<file path="src/rtl/riscv_pkg.sv">
// Shared core definitions: datapath width, the canonical NOP encoding and the
// {pc, instr} record carried from fetch to decode.
package riscv_pkg;

  localparam int XLEN = 32;
  localparam logic [XLEN-1:0] NOP_INSTR = 32'h0000_0013;

  typedef struct packed {
    logic [XLEN-1:0] pc;
    logic [XLEN-1:0] instr;
  } fetch_entry_t;

endpackage

</file>
<file path="src/rtl/fetch_fifo.sv">
// Small synchronous FIFO of fetch entries. Clear wins over push/pop, and a push
// into a full FIFO is accepted when a pop happens in the same cycle.
module fetch_fifo
  import riscv_pkg::*;
#(
  parameter int  DEPTH = 2,
  localparam int CW    = $clog2(DEPTH + 1),
  localparam int EW    = $bits(fetch_entry_t)
) (
  input  logic          clk,
  input  logic          rst_n,
  input  logic          clr,
  input  logic          push,
  input  logic [EW-1:0] wr_data,
  input  logic          pop,
  output logic [EW-1:0] rd_data,
  output logic [CW-1:0] count,
  output logic          full,
  output logic          empty
);

  localparam int PW = (DEPTH > 1) ? $clog2(DEPTH) : 1;

  fetch_entry_t  mem_q [DEPTH];
  fetch_entry_t  mem_d [DEPTH];
  logic [PW-1:0] wr_ptr_q, wr_ptr_d;
  logic [PW-1:0] rd_ptr_q, rd_ptr_d;
  logic [CW-1:0] count_q, count_d;
  logic          do_push, do_pop;

  function automatic logic [PW-1:0] next_ptr(input logic [PW-1:0] p);
    return (p == PW'(DEPTH - 1)) ? '0 : p + PW'(1);
  endfunction

  assign empty   = (count_q == '0);
  assign full    = (count_q == CW'(DEPTH));
  assign count   = count_q;
  assign do_pop  = pop && !empty;
  assign do_push = push && (!full || do_pop);
  // Invalid head reads as zero so decode never sees stale buffer contents.
  assign rd_data = empty ? '0 : mem_q[rd_ptr_q];

  always_comb begin
    mem_d    = mem_q;
    wr_ptr_d = wr_ptr_q;
    rd_ptr_d = rd_ptr_q;
    count_d  = count_q;
    if (clr) begin
      wr_ptr_d = '0;
      rd_ptr_d = '0;
      count_d  = '0;
    end else begin
      if (do_push) begin
        mem_d[wr_ptr_q] = fetch_entry_t'(wr_data);
        wr_ptr_d        = next_ptr(wr_ptr_q);
      end
      if (do_pop) begin
        rd_ptr_d = next_ptr(rd_ptr_q);
      end
      count_d = count_q + CW'(do_push) - CW'(do_pop);
    end
  end

  always_ff @(posedge clk or negedge rst_n) begin
    if (!rst_n) begin
      for (int i = 0; i < DEPTH; i++) begin
        mem_q[i] <= '0;
      end
      wr_ptr_q <= '0;
      rd_ptr_q <= '0;
      count_q  <= '0;
    end else begin
      mem_q    <= mem_d;
      wr_ptr_q <= wr_ptr_d;
      rd_ptr_q <= rd_ptr_d;
      count_q  <= count_d;
    end
  end

endmodule

</file>
<file path="src/rtl/fetch_unit.sv">
// Instruction fetch: owns the fetch PC, issues credit-limited imem requests and
// buffers in-order responses for decode; redirect flushes and squashes in-flight data.
module fetch_unit #(
  parameter int              XLEN       = 32,
  parameter logic [XLEN-1:0] RESET_PC   = 32'h0000_0000,
  parameter int              FIFO_DEPTH = 2
) (
  input  logic            clk,
  input  logic            reset,
  output logic            imem_req_valid,
  input  logic            imem_req_ready,
  output logic [XLEN-1:0] imem_req_addr,
  input  logic            imem_rsp_valid,
  input  logic [XLEN-1:0] imem_rsp_data,
  output logic            if_valid,
  input  logic            if_ready,
  output logic [XLEN-1:0] if_instr,
  output logic [XLEN-1:0] if_pc,
  input  logic            redirect,
  input  logic [XLEN-1:0] redirect_pc
);

  import riscv_pkg::fetch_entry_t;

  localparam int CW = $clog2(FIFO_DEPTH + 1);
  localparam int UW = CW + 1;
  localparam logic [XLEN-1:0] START_PC = {RESET_PC[XLEN-1:2], 2'b00};

  logic [XLEN-1:0] fetch_pc_q, fetch_pc_d;
  logic [XLEN-1:0] rsp_pc_q, rsp_pc_d;
  logic [CW-1:0]   outstanding_q, outstanding_d;
  logic [CW-1:0]   drop_q, drop_d;

  logic [CW-1:0]   fifo_count;
  logic            fifo_full, fifo_empty;
  fetch_entry_t    head, push_entry;
  logic            pop, push, req_fire, rsp_fire, rsp_drop;
  logic [UW-1:0]   credit_used;
  logic [XLEN-1:0] target;

  assign target   = {redirect_pc[XLEN-1:2], 2'b00};
  assign if_valid = !fifo_empty;
  assign if_instr = head.instr;
  assign if_pc    = head.pc;
  assign pop      = if_valid && if_ready;

  // Every accepted request must have a buffer slot reserved, counting the slot
  // freed by a pop this cycle (hence the combinational if_ready path).
  assign credit_used    = UW'(outstanding_q) + UW'(fifo_count) - UW'(pop);
  assign imem_req_valid = reset && !redirect && (credit_used < UW'(FIFO_DEPTH));
  assign imem_req_addr  = fetch_pc_q;
  assign req_fire       = imem_req_valid && imem_req_ready;

  // A response with nothing outstanding is a protocol error and is ignored.
  assign rsp_fire   = imem_rsp_valid && (outstanding_q != '0);
  assign rsp_drop   = redirect || (drop_q != '0);
  assign push       = rsp_fire && !rsp_drop;
  assign push_entry = '{pc: rsp_pc_q, instr: imem_rsp_data};

  always_comb begin
    fetch_pc_d    = fetch_pc_q;
    rsp_pc_d      = rsp_pc_q;
    drop_d        = drop_q;
    outstanding_d = outstanding_q + CW'(req_fire) - CW'(rsp_fire);
    if (redirect) begin
      fetch_pc_d = target;
      rsp_pc_d   = target;
      drop_d     = outstanding_q - CW'(rsp_fire);
    end else begin
      if (req_fire) begin
        fetch_pc_d = fetch_pc_q + XLEN'(4);
      end
      if (push) begin
        rsp_pc_d = rsp_pc_q + XLEN'(4);
      end
      if (rsp_fire && (drop_q != '0)) begin
        drop_d = drop_q - CW'(1);
      end
    end
  end

  always_ff @(posedge clk or negedge reset) begin
    if (!reset) begin
      fetch_pc_q    <= START_PC;
      rsp_pc_q      <= START_PC;
      outstanding_q <= '0;
      drop_q        <= '0;
    end else begin
      fetch_pc_q    <= fetch_pc_d;
      rsp_pc_q      <= rsp_pc_d;
      outstanding_q <= outstanding_d;
      drop_q        <= drop_d;
    end
  end

  fetch_fifo #(
    .DEPTH (FIFO_DEPTH)
  ) u_fifo (
    .clk     (clk),
    .rst_n   (reset),
    .clr     (redirect),
    .push    (push),
    .wr_data (push_entry),
    .pop     (pop),
    .rd_data (head),
    .count   (fifo_count),
    .full    (fifo_full),
    .empty   (fifo_empty)
  );

`ifndef SYNTHESIS
  a_rsp_has_request: assert property (@(posedge clk) disable iff (!reset)
    !(imem_rsp_valid && (outstanding_q == '0)));
  a_no_overflow: assert property (@(posedge clk) disable iff (!reset)
    !(push && fifo_full && !pop));
  a_drop_bounded: assert property (@(posedge clk) disable iff (!reset)
    drop_q <= outstanding_q);
`endif

endmodule

</file>
<file path="config.mk">
export PLATFORM = sky130hd
export DESIGN_NAME = fetch_unit
export DESIGN_NICKNAME = d
export VERILOG_FILES = /design/src/rtl/riscv_pkg.sv /design/src/rtl/fetch_fifo.sv /design/src/rtl/fetch_unit.sv
export SDC_FILE = /design/constraint.sdc
export NUM_CORES = 1
export LEC_CHECK = 0
export ABC_AREA = 1
export BUFFER_PORTS_ARGS = -buffer_cell sky130_fd_sc_hd__buf_2
export CAP_MARGIN = 20
export CORE_ASPECT_RATIO = 1.5
export CORE_MARGIN = 4
export CORE_UTILIZATION = 45
export DETAILED_ROUTE_END_ITERATION = 16
export PLACE_DENSITY = 0.75
export SLEW_MARGIN = 10
export SYNTH_ARGS = -nofsm -noshare
export SYNTH_HDL_FRONTEND = slang
export SYNTH_SLANG_ARGS = --single-unit
</file>
<file path="constraint.sdc">
create_clock -name clk -period 8.8 [get_ports clk]
set_clock_uncertainty 0.15 [all_clocks]
set_input_delay 0.88 -clock clk [delete_from_list [all_inputs] [get_ports clk]]
set_output_delay 0.88 -clock clk [all_outputs]
set_load 0.05 [all_outputs]
</file>
==> summary.txt <==
CLOCK TREE
----------------------------------------------------------------------------------
Number of CTS-inserted buffers                                                  17
Clock insertion delay at the later pin of the skew report                  0.44 ns
Maximum level of the CTS H-tree                                                  4
Clock tree from TritonCTS                                                     done
Post-CTS Resized                                                                 0
Post-CTS repair timing setup buffer count                                        0
Clock slew at reported path FFs                                            0.07 ns
Buffer type at the clock tree root                                    sky130_fd_sc_hd__clkbuf_16
Num Clock Sinks                                                                192
Maximum clock path buffer count                                                  2
Hold buffers post-CTS                                                            0

STA
----------------------------------------------------------------------------------
Final worst setup slack                                                   5.124 ns
Final setup TNS                                                               0 ns
Worst hold margin                                                        0.3348 ns
Top achievable clock speed                                              0.2721 GHz
Pin slew with the least headroom to its limit                            0.9122 ns
Worst max-slew margin expressed relative to the limit                       0.3919
Final Hold Vio Count                                                             0
Crit share post-route                                                       0.4177
Count of final setup violators                                                   0
Pins Over Slew Limit                                                             0
Clock period minus worst slack                                            3.676 ns
RSZ-0062 raised after global routing                                         false

SETUP PATH
----------------------------------------------------------------------------------
Largest stage delay on the critical path                                   0.55 ns
Total number of cells along the worst setup path                                15
Critical Path Most Common Cell                                        sky130_fd_sc_hd__nand2_1
CP Class                                                                 in -> reg
Worst endpoint required time                                               8.97 ns
CP delay by family, top                                               simple AND/OR/NAND/NOR gates
Crit path buffers/inverters                                                      5
Highest fanout seen on the critical path                                        18
Startpoint types                                                         input pin
Endpoint arrival time on the critical path                                 3.84 ns
Crit-path slowest cell                                                sky130_fd_sc_hd__nand2_1
Type of element capturing the critical path                              flip-flop
Worst-path cell chain                                                 buf_2 > inv_1 > nor2_1 > ha_1 > inv_1 > nand2_1 > fa_1 > inv_1 > nor2_1 > nand3_1 > nand2_1 > inv_2 > nand2_1 > nand2_1 > o21bai_1
Number of cells on the worst reg-to-reg path                                    14

SYNTH
----------------------------------------------------------------------------------
Post-synth EDFFs                                                                 0
Number of synthesis warnings                                                     0
Leading area contributor after synthesis                              sky130_fd_sc_hd__dfrtp_1
Top-count cell post-synth                                             sky130_fd_sc_hd__nand2_1
Cell types with the highest counts after synthesis                    458 x sky130_fd_sc_hd__nand2_1, 192 x sky130_fd_sc_hd__dfrtp_1, 114 x sky130_fd_sc_hd__inv_1
Multiplexer area fraction after synthesis                                        0
Area fraction of the dominant cell type after synthesis                     0.4734
Post-synthesis async set-or-reset flop share                                 1.000
Syn Std Cell Area                                                      10150 sq um
Synthesized-area fraction occupied by and/or/nand/nor cells                 0.2761
Number of different library cells in the post-synthesis netlist                 39
Number of standard cells after synthesis                                      1365
Portion of the post-synthesis area used by sequential elements              0.4734
Top FF cell, synth                                                    sky130_fd_sc_hd__dfrtp_1
Post-Synth XOR/XNOR Area                                                   0.01208
Average cell area after synthesis                                      7.436 sq um
Fraction of the mapped netlist area in adder cells                         0.01430
Register bit total from synthesis                                              192
Dominant combinational cell family by area after synthesis            simple AND/OR/NAND/NOR gates
Area fraction in compound gates after synthesis                             0.1437
Main area contributors after synthesis                                sky130_fd_sc_hd__dfrtp_1 47%, sky130_fd_sc_hd__nand2_1 17%, sky130_fd_sc_hd__o21ai_0 4.7%, sky130_fd_sc_hd__a21oi_1 4.7%, sky130_fd_sc_hd__nand3_1 4.6%

FINISH
----------------------------------------------------------------------------------
Count of nets after finishing                                                 1568
Layout cells sized above 1                                                  0.1561
Utilization after layout                                                    0.5216
Antenna diode instance count                                                     0
Area of the multi-input gates                                           4559 sq um
Number of fill cells in the layout                                            2189
Synth-to-Final Area Change                                                  14.60%
Register area                                                           4806 sq um

PLACEMENT
----------------------------------------------------------------------------------
Half-perimeter wire length after detailed placement                       18880 um
Dpl ws                                                                    4.718 ns
Number of buffer cells added on primary ports                                  161
Routability cong.                                                           0.9163

GLOBAL ROUTING
----------------------------------------------------------------------------------
Initial antenna violation count                                                  0
Maximum number of pins on one net before global-route repair                   125
Vias in the first global route                                                9213
Gr ovfl total                                                                    0
Wire length of the first global-routing pass                              45240 um
All-layer global routing usage                                              0.2259

DRT
----------------------------------------------------------------------------------
Per-cell via count in the routed design                                      5.322
Vias after detailed routing                                                   9446
DRT Wirelength                                                            27670 um
Remaining number of nets flagged by the antenna check after routing              0
DRC                                                                              0
Initial drt markers                                                            784
Average routed wire per standard cell                                     15.59 um
First-pass iteration count of the detailed router                                6

STATUS
----------------------------------------------------------------------------------
Run status                                                            complete, no violations

DIE
----------------------------------------------------------------------------------
IO Pins                                                                        168
Width of the die                                                          130.6 um
Vert. Die Dim                                                             191.9 um
Initial core utilization                                                    0.4552
Core box area                                                          22300 sq um
Row Count                                                                       67
Die outline area                                                       25070 sq um

POWER
----------------------------------------------------------------------------------
Worst vdd ir                                                             0.1616 mV
Power per cell area                                                   315.0 nW/um^2
Power after layout                                                         3664 uW
Leak Pwr                                                               0.005784 uW

MIN PATH
----------------------------------------------------------------------------------
Type of the tightest min-delay check                                    reg -> reg
Hold Path Cell Cnt                                                               2

RUN
----------------------------------------------------------------------------------
Reported max-cap violation count                                                 0

worst reg2reg max path, stage by stage (launching register included):
cell                       delay [ns]
sky130_fd_sc_hd__dfrtp_1         0.44
sky130_fd_sc_hd__nor2_4          0.04
sky130_fd_sc_hd__nor2_1          0.22
sky130_fd_sc_hd__ha_1            0.28
sky130_fd_sc_hd__inv_1           0.07
sky130_fd_sc_hd__nand2_1         0.06
sky130_fd_sc_hd__fa_1            0.51
sky130_fd_sc_hd__inv_1           0.05
sky130_fd_sc_hd__nor2_1          0.11
sky130_fd_sc_hd__nand3_1         0.41
sky130_fd_sc_hd__nand2_1         0.55
sky130_fd_sc_hd__inv_2           0.28
sky130_fd_sc_hd__nand2_1         0.12
sky130_fd_sc_hd__nand2_1         0.04
sky130_fd_sc_hd__o21bai_1        0.14
final timing paths:
| path | from | endpoint | slack [ns] |
|---|---|---|---|
| worst min register to register | u_fifo.mem_q[121] | u_fifo.mem_q[121] | 0.33 |
| min in group asynchronous | reset | u_fifo.mem_q[20] | 0.36 |
| worst max-delay path | if_ready | imem_req_addr[24] | 5.12 |
| worst max register to register | u_fifo.count[1] | imem_req_addr[24] | 5.21 |
| worst min-delay path | u_fifo.mem_q[121] | u_fifo.mem_q[121] | 0.33 |
| max in group asynchronous | reset | u_fifo.mem_q[31] | 6.84 |
report_power, final:
part	switching, uW	internal [uW]
Combinational	1080	410
Clock	341	415
Sequential	229	1190
state kept, by name, summed over array words and instances (netlist names):
name / cells
outstanding_q: 2
rsp_pc_q: 30
drop_q: 2
u_fifo.count: 2
imem_req_addr: 30
u_fifo.mem_q: 124
u_fifo.wr_ptr_q: 1
u_fifo.rd_ptr_q: 1
final cells by class:
type / instances / share of cell area
timing repair buffer: 171 / 0.07799
clock buffer: 21 / 0.04045
clock inverter: 10 / 0.008606
tap: 276 / 0.02969
inverter: 118 / 0.03808
multi-input combinational: 987 / 0.3920
sequential: 192 / 0.4132
per-layer routing:
layer,global-route usage,wire length [um]
met2,0.3759,13470
met5,0,0
met3,0.04201,1652
met1,0.2865,11640
met4,0.09462,908
kinds of logic after synthesis:
kind of cell / after synthesis
AOI/OAI and AO/OA: 269
DFF: 192
other: 1
adders and majority gates: 11
buffers and inverters: 189
xor gates and xnor gates: 14
and+or+nand+nor: 689
placed cells by master, fill, tap and decap left out, types with 11 or more instances in the layout:
| cell type | n |
|---|---|
| sky130_fd_sc_hd__nand4_1 | 12 |
| sky130_fd_sc_hd__nand2_2 | 11 |
| sky130_fd_sc_hd__o21ai_0 | 96 |
| sky130_fd_sc_hd__o211ai_1 | 13 |
| sky130_fd_sc_hd__buf_2 | 160 |
| sky130_fd_sc_hd__nand2_1 | 458 |
| sky130_fd_sc_hd__o21ai_1 | 37 |
| sky130_fd_sc_hd__nor2_1 | 98 |
| sky130_fd_sc_hd__inv_1 | 114 |
| sky130_fd_sc_hd__nand3_1 | 94 |
| sky130_fd_sc_hd__a21oi_1 | 95 |
| sky130_fd_sc_hd__dfrtp_1 | 191 |
| sky130_fd_sc_hd__o21ai_2 | 13 |
| sky130_fd_sc_hd__clkbuf_16 | 17 |
through the flow:
stage / std cells / area, sq um
6_report: 1775 / 11630
5_1_grt: 1775 / 11630
4_1_cts: 1774 / 11600
3_5_place_dp: 1743 / 11030
3_3_place_gp: 1743 / 11030
2_1_floorplan: 1368 / 10160
Note: power is estimated with default switching activity, not from simulation.
